`src/rtl/hazard_pkg.sv`:
```
// hazard_pkg: shared types and constants for the hazard/forwarding controller.
package hazard_pkg;
    typedef enum logic [1:0] {
        FWD_RF  = 2'b00,
        FWD_MEM = 2'b01,
        FWD_WB  = 2'b10
    } fwd_sel_t;
    typedef enum logic {
        IDLE = 1'b0,
        BUSY = 1'b1
    } mdu_state_t;
    localparam int unsigned REG_ZERO = 0;
endpackage

```
`src/rtl/hazard_fwd_sel.sv`:
```
// hazard_fwd_sel: per-operand EX forwarding select; MEM beats WB, loads in MEM never forward.
module hazard_fwd_sel
    import hazard_pkg::*;
#(
    parameter int REG_AW = 5
) (
    input  logic [REG_AW-1:0] src_i,
    input  logic [REG_AW-1:0] rw_mem_i,
    input  logic              regwr_mem_i,
    input  logic              memtoreg_mem_i,
    input  logic [REG_AW-1:0] rw_wb_i,
    input  logic              regwr_wb_i,
    output fwd_sel_t          sel_o
);
    localparam logic [REG_AW-1:0] ZERO = REG_AW'(REG_ZERO);
    logic hit_mem, hit_wb;
    assign hit_mem = regwr_mem_i && !memtoreg_mem_i && rw_mem_i != ZERO && rw_mem_i == src_i;
    assign hit_wb  = regwr_wb_i && rw_wb_i != ZERO && rw_wb_i == src_i;
    assign sel_o   = hit_mem ? FWD_MEM : hit_wb ? FWD_WB : FWD_RF;
endmodule

```
`src/rtl/hazard_ctrl_p.sv`:
```
// hazard_ctrl_p: stall/bubble/flush/forwarding control with multi-cycle MDU freeze.
// Optional stall-cycle counter (stall_cnt, perf_clr) enabled by HAZARD_PERF_EN.
module hazard_ctrl_p
    import hazard_pkg::*;
#(
    parameter int REG_AW  = 5,
    parameter int MDU_LAT = 4,
    parameter int CNT_W   = 16
) (
    input  logic              clk,
    input  logic              rst_n,
    input  logic [REG_AW-1:0] rs_id,
    input  logic [REG_AW-1:0] rt_id,
    input  logic [REG_AW-1:0] rs_ex,
    input  logic [REG_AW-1:0] rt_ex,
    input  logic [REG_AW-1:0] rw_ex,
    input  logic [REG_AW-1:0] rw_mem,
    input  logic [REG_AW-1:0] rw_wb,
    input  logic              regwr_ex,
    input  logic              regwr_mem,
    input  logic              regwr_wb,
    input  logic              memtoreg_ex,
    input  logic              memtoreg_mem,
    input  logic              branch_id,
    input  logic              branch_taken,
    input  logic              mdu_start,
    output logic              pc_stall,
    output logic              if_id_stall,
    output logic              id_ex_bubble,
    output logic              id_ex_hold,
    output logic              if_id_flush,
    output logic [1:0]        fwd_a_sel,
    output logic [1:0]        fwd_b_sel,
    output logic              mdu_busy
`ifdef HAZARD_PERF_EN
    ,
    input  logic              perf_clr,
    output logic [CNT_W-1:0]  stall_cnt
`endif
);
    localparam int CW = $clog2(MDU_LAT);
    localparam logic [REG_AW-1:0] ZERO = REG_AW'(REG_ZERO);

    mdu_state_t state_q, state_d;
    logic [CW-1:0] cnt_q, cnt_d;
    logic hit_ex, hit_mem, haz, busy;
    fwd_sel_t sel_a, sel_b;

    assign hit_ex  = rw_ex != ZERO && (rw_ex == rs_id || rw_ex == rt_id);
    assign hit_mem = rw_mem != ZERO && (rw_mem == rs_id || rw_mem == rt_id);
    // A load in EX stalls any consumer; a branch also waits on ALU results in EX and loads in MEM.
    assign haz = (memtoreg_ex && hit_ex)
              || (branch_id && regwr_ex && !memtoreg_ex && hit_ex)
              || (branch_id && memtoreg_mem && hit_mem);
    assign busy = state_q == BUSY;

    always_comb begin
        state_d      = state_q;
        cnt_d        = cnt_q;
        if (state_q == IDLE) begin
            if (mdu_start) begin
                state_d = BUSY;
                cnt_d   = CW'(MDU_LAT - 2);
            end
        end else if (cnt_q == '0) begin
            state_d = IDLE;
        end else begin
            cnt_d = cnt_q - CW'(1);
        end
        // Outputs are forced low while reset is asserted, independent of inputs.
        pc_stall     = rst_n && (busy || haz);
        if_id_stall  = rst_n && (busy || haz);
        id_ex_bubble = rst_n && !busy && haz;
        id_ex_hold   = rst_n && busy;
        if_id_flush  = rst_n && !busy && !haz && branch_taken;
        mdu_busy     = rst_n && busy;
        fwd_a_sel    = rst_n ? sel_a : FWD_RF;
        fwd_b_sel    = rst_n ? sel_b : FWD_RF;
    end

    always_ff @(posedge clk or negedge rst_n) begin
        if (!rst_n) begin
            state_q <= IDLE;
            cnt_q   <= '0;
        end else begin
            state_q <= state_d;
            cnt_q   <= cnt_d;
        end
    end

    hazard_fwd_sel #(.REG_AW(REG_AW)) u_fwd_a (
        .src_i(rs_ex), .rw_mem_i(rw_mem), .regwr_mem_i(regwr_mem), .memtoreg_mem_i(memtoreg_mem),
        .rw_wb_i(rw_wb), .regwr_wb_i(regwr_wb), .sel_o(sel_a)
    );
    hazard_fwd_sel #(.REG_AW(REG_AW)) u_fwd_b (
        .src_i(rt_ex), .rw_mem_i(rw_mem), .regwr_mem_i(regwr_mem), .memtoreg_mem_i(memtoreg_mem),
        .rw_wb_i(rw_wb), .regwr_wb_i(regwr_wb), .sel_o(sel_b)
    );

`ifdef HAZARD_PERF_EN
    logic [CNT_W-1:0] stall_cnt_q, stall_cnt_d;
    assign stall_cnt_d = perf_clr ? '0
                       : (pc_stall && stall_cnt_q != '1) ? stall_cnt_q + CNT_W'(1)
                       : stall_cnt_q;
    always_ff @(posedge clk or negedge rst_n) begin
        if (!rst_n) stall_cnt_q <= '0;
        else stall_cnt_q <= stall_cnt_d;
    end
    assign stall_cnt = stall_cnt_q;
`endif
endmodule

```
`config.mk`:
```
export PLATFORM = sky130hd
export DESIGN_NAME = hazard_ctrl_p
export DESIGN_NICKNAME = d
export VERILOG_FILES = /design/src/rtl/hazard_pkg.sv /design/src/rtl/hazard_fwd_sel.sv /design/src/rtl/hazard_ctrl_p.sv
export SDC_FILE = /design/constraint.sdc
export NUM_CORES = 1
export LEC_CHECK = 0
export BUFFER_PORTS_ARGS = -buffer_cell sky130_fd_sc_hd__buf_4
export CAP_MARGIN = 10
export CORE_MARGIN = 2
export CORE_UTILIZATION = 36
export DETAILED_ROUTE_END_ITERATION = 8
export GPL_TIMING_DRIVEN = 0
export MAX_ROUTING_LAYER = met4
export PLACE_DENSITY = 0.74
export SETUP_SLACK_MARGIN = 0.3
export SYNTH_ARGS = -nofsm -noshare
export SYNTH_HDL_FRONTEND = slang
export SYNTH_SLANG_ARGS = --single-unit
```
`constraint.sdc`:
```
create_clock -name clk -period 1.5 [get_ports clk]
set_input_delay 0.3 -clock clk [delete_from_list [all_inputs] [get_ports clk]]
set_output_delay 0.3 -clock clk [all_outputs]
set_load 0.02 [all_outputs]
```
# Word-level counts from Yosys, hierarchy flattened
# Cells that the tools add are included.
# op_classes
n_addsub	1
eq_ne	9
mux	12
reduce_logical	36
# op_table
cell	count
== test 5 bit	8
logical AND 1 bit	21
2-to-1 mux 2 bit	9
nonzero test 5 bit	3
logical OR 1 bit	5
zero test 1 bit	4
2-to-1 mux 1 bit	3
zero test 2 bit	1
inequality test 2 bit (second input constant)	1
AND reduction 2 bit	1
nonzero test 2 bit	1
subtractor 2 x 1 -> 2 bit (second input constant)	1
# word_totals
regBits	3
output_inout_bits	10
wordCells	60

# Depth between registers and ports, before layout
# logic_depth
ltp_word	9
mapped_depth	7
ltp_nobuf	5

# By module
# A second synthesis with hierarchy kept.
# unflattened
cells_unflattened	104
area_unflattened_um2	814.5
# modules_own_cells
module	instances	cells_per_inst	area_each_um2	seq_area_each_um2
hazard_ctrl_p	1	60	476.7	75.1
hazard_fwd_sel	2	22	168.9	0.0

# Worst setup path before layout
# No wires, ideal clock.
# synth_timing
path_type	input-to-output
from	in rw_mem[0]
to	out pc_stall
t_arrival_ps	1597
t_required_ps	1200
setup_slack_ps	-397
cell_stages	7
n_path_buf	2
cell_sequence	buf_2 -> xnor2_1 -> nand3_1 -> o22ai_1 -> a22oi_2 -> a21boi_1 -> buf_4
# synth_via
elab_chain_cells	7
elab_cells_between_ends	9
# synth_rtl
element	line_no	rtl
start, declared	hazard_ctrl_p.sv:17	input logic [REG_AW-1:0] rw_mem,
== test 5 bit	hazard_ctrl_p.sv:50	assign hit_mem = rw_mem != ZERO && (rw_mem == rs_id || rw_mem == rt_id);
logical OR 1 bit	hazard_ctrl_p.sv:50	
logical AND 1 bit *	hazard_ctrl_p.sv:50	
logical AND 1 bit *	hazard_ctrl_p.sv:54	|| (branch_id && memtoreg_mem && hit_mem);
logical OR 1 bit *	hazard_ctrl_p.sv:54	
logical OR 1 bit *	n/a	
logical AND 1 bit *	n/a	
end, declared	hazard_ctrl_p.sv:27	output logic pc_stall,
# Mark *: on every way between the ends. The rest lies on a longest branch, timed or not.

# Worst setup path in the final report
# layout_timing
from	in rw_wb[4]
to	out fwd_b_sel[1]
# layout_via
elab_chain_cells	6
elab_cells_between_ends	7
# layout_rtl
element	line_no	rtl
start, declared	hazard_ctrl_p.sv:18	input logic [REG_AW-1:0] rw_wb,
nonzero test 5 bit	hazard_fwd_sel.sv:18	assign hit_wb = regwr_wb_i && rw_wb_i != ZERO && rw_wb_i == src_i;
logical AND 1 bit	hazard_fwd_sel.sv:18	
logical AND 1 bit *	hazard_fwd_sel.sv:18	
2-to-1 mux 2 bit * (2 in series)	hazard_fwd_sel.sv:19	assign sel_o = hit_mem ? FWD_MEM : hit_wb ? FWD_WB : FWD_RF;
2-to-1 mux 2 bit *	hazard_ctrl_p.sv:78	fwd_b_sel = rst_n ? sel_b : FWD_RF;
end, declared	hazard_ctrl_p.sv:33	output logic [1:0] fwd_b_sel,
# Marks and branches as above.

==> flow_summary.yaml <==
run_status:
  status: "finished with violations"
  violations: "setup timing"
timing:
  final.setup.worst_slack_ns: -0.3402
  grt_setup_unrepaired: "true"
  final_period_minus_worst_setup_slack_ns: 1.840
  timing_hold_violations_final: 0
  slew_headroom: 0.7988
  worst_slew_pin_slew_ns: 0.2995
  timing.fmax_mhz: 543.4
  timing.final.setup_violations: 8
  fin_tns_setup_ns: -1.843
  min_period_over_period: 1.227
  fin_worst_skew_ns: 0.00005766
  slew_viol_final: 0
critical_path:
  slowest_stage_cell_crit_path: "or4_1"
  cpPeakStageDelay_ns: 0.52
  cp.arrival_ns: 1.54
  crit_path_max_fanout: 3
  critPathCapture: "fwd_b_sel[1]"
  timing.critical_path.required_ns: 1.20
  worst_setup_path_start_kind: "primary input"
  worst_r2r_startpoint: "cnt_q[0]$_DFFE_PN0P_"
  critical_path.cell_chain: "buf_8 -> or4_1 -> o211ai_1 -> or4_4 -> nor4_4 -> buf_4"
  critical_path_class: "primary input to output port"
  crit_path_end_kind: "output port"
  crit_buf_inv: 2
  crit_family: "simple AND/OR/NAND/NOR gates"
  timing.rr.end: "cnt_q[1]$_DFFE_PN0P_"
  setup.reg_to_reg.worst_slack_ns: 0.42
  worst_setup_path_startpoint: "rw_wb[4]"
  number_of_cells_on_the_worst_reg_to_reg_path: 5
  cp_num_cells: 6
logic_synthesis:
  synth_top_area_frac: 0.2984
  syn_area_um2: 763.2
  synth_most_common_cell: "xnor2_1"
  ys.flop_type: "dfrtp_1"
  synth.top_cells.by_area: "xnor2_1 (30%), xor2_1 (16%), dfrtp_1 (9.8%), nand3_1 (3.9%), nor4_2 (3.3%)"
  synth_enable_flop_cells: 0
  synth_cells: 96
  ys_seq_area_frac: 0.09836
  synth.ff_latch_count: 3
  synth.yosys.warnings: 0
  synth.largest_area_cell: "xnor2_1"
  synth-async-reset-ratio: 1.000
  post_synth.cell_area_avg_um2: 7.950
  synth.lib_cells_used.distinct: 30
  synthTopCellsByCount: "xnor2_1 (26), xor2_1 (14), nand3_1 (6)"
  mappedNetlistNets: 142
final_layout:
  share_of_final_layout_standard_cells_stronger_than_drive_strength_1: 0.6835
  area_of_the_multi_input_gates_um2: 903.4
  fillers: 115
  postLayoutCoreUtil: 0.8415
  finish.net_count: 205
  sequential_cell_area_um2: 76.32
  antenna-diode-count: 0
  area_growth_pct: 118.5
  layout.cell_area.non_filler_mm2: 0.001668
route:
  routedWlPerCell_um: 14.42
  num_vias: 908
  detail_route.iter0.violations: 15
  route.detailed.drc: 0
  ant_nets: 0
  drt_pass1_iterations: 4
  wirelength_mm: 2.667
  via_per_inst: 4.908
floorplan:
  die_y_um: 50.05
  rows: 16
  die-area_mm2: 0.002505
  area_of_the_core_mm2: 0.001982
  num_io_pins: 55
  initial_utilization: 0.3851
  die-width_um: 50.05
grt:
  total_global_routing_track_utilization: 0.2034
  grt_first_pass_wirelength_mm: 3.905
  gr-total-overflow: 0
  antenna_found_initial: 0
  grt_max_degree: 9
  via_count_of_the_first_global_routing_pass: 927
cts:
  clock_tree.buffer_depth: 2
  cts.htree.levels: 1
  tritoncts: "built"
  insertion_delay_ns: 0.23
  clock_transition_at_the_registers_of_the_reported_paths_ns: 0.04
  cts-buffers-inserted: 3
  cts_num_sinks: 3
  clock_tree.root_cell: "clkbuf_4"
placement:
  place_congestion: 0.7899
  place_area_mm2: 0.001321
  io_buffer_count: 49
  hpwl_detailed_mm: 1.886
  pre_cts_ws_ns: -0.3264
worst_hold_path:
  min_path_type: "primary input to register"
power_and_ir_drop:
  leakage_nw: 0.7459
  ir_worst_vdd_uv: 1015
  power_density_mw_per_mm2: 652.2
flow_run:
  max_cap_viols: 0
-- where the power goes --
group	switching [mW]	internal, mW
logic	0.334	0.440
clock network	0.0416	0.0997
registers	0.0450	0.128
-- area by class of cell --
| cell class | instances | share of cell area |
|---|---|---|
| inverter | 5 | 0.01125 |
| sequential | 3 | 0.04576 |
| tap | 27 | 0.02026 |
| clock buffer | 4 | 0.01575 |
| multi-input combinational | 81 | 0.5416 |
| timing repair buffer | 58 | 0.2941 |
| buffer | 7 | 0.07127 |
-- logic make-up (layout without fill, tap and decap cells) --
kind of cell / after synthesis / in the layout / share of synthesized area
buf+inv: 12 / 74 / 0.08524
simple gates: 30 / 30 / 0.2443
xor+xnor: 40 / 40 / 0.4590
flops: 3 / 3 / 0.09836
fa+ha+maj: 1 / 1 / 0.01639
mux: 1 / 1 / 0.01312
compound gates: 9 / 9 / 0.08360
-- stage by stage --
stage	hold WS [ns]	std cells	total power, mW
2_1_floorplan	0.004409	96	0.5273
3_3_place_gp	0.1209	172	0.7268
3_5_place_dp	0.1222	172	0.7499
4_1_cts	0.3559	182	0.9775
5_1_grt	0.3680	185	1.157
6_report	0.3445	185	1.088
-- worst min-delay path by stage --
stage	from	to	slack, ns	cells after the start
after detailed placement	rst_n	cnt_q[1]$_DFFE_PN0P_	0.12	1
final	mdu_start	busy$_DFF_PN0_	0.34	3
after global routing	mdu_start	busy$_DFF_PN0_	0.37	3
after floorplan	rst_n	busy$_DFF_PN0_	0.004	0
after CTS	mdu_start	busy$_DFF_PN0_	0.36	3
after global placement	rst_n	cnt_q[1]$_DFFE_PN0P_	0.12	1
-- routing by layer --
layer,track usage,wire length (um),up-vias
met1,0.2177,1042,427
met2,0.4079,1485,34
met3,0.003030,139,0
li1,-,-,447
met5,-,0,-
met4,0.04167,0,0
-- flip-flops by register name (all words and copies together) (netlist names) --
name	count
cnt_q	2
busy	1
-- placed cells by master, fill, tap and decap left out, types with 2 or more instances in the layout --
| cell | synthesis | layout |
|---|---|---|
| buf_4 | 2 | 45 |
| a21oi_1 | 2 | 2 |
| xor2_1 | 14 | 14 |
| or4_4 | 0 | 2 |
| nand3_2 | 0 | 2 |
| and2_4 | 0 | 3 |
| clkbuf_4 | 0 | 3 |
| o22ai_2 | 0 | 2 |
| xnor2_1 | 26 | 10 |
| dfrtp_1 | 3 | 2 |
| nand3_1 | 6 | 4 |
| nand2_1 | 5 | 3 |
| xnor2_4 | 0 | 3 |
| nand2_2 | 0 | 2 |
| buf_12 | 0 | 5 |
| inv_1 | 5 | 5 |
| nor4_4 | 0 | 4 |
| xnor2_2 | 0 | 13 |
| buf_6 | 1 | 13 |
-- worst reg2reg max path, delay by kind of cell (launching register included) --
kind                     cells  cell delay, ns
flip-flops                   1            0.39
AND/OR/NAND/NOR              1            0.13
adder cells (fa/ha/maj)      1            0.13
AO/OA/AOI/OAI                2            0.25
buffers and inverters        1            0.07
-- repair_timing --
action                                  CTS  global route
hold buffers                              1             0
pin swaps                                16            25
endpoints found under the hold margin     3             0
buffers inserted                          5             3
endpoints found under the setup margin   11            12
gates resized for setup                  26            25
Power figures use the tool's default switching activity.
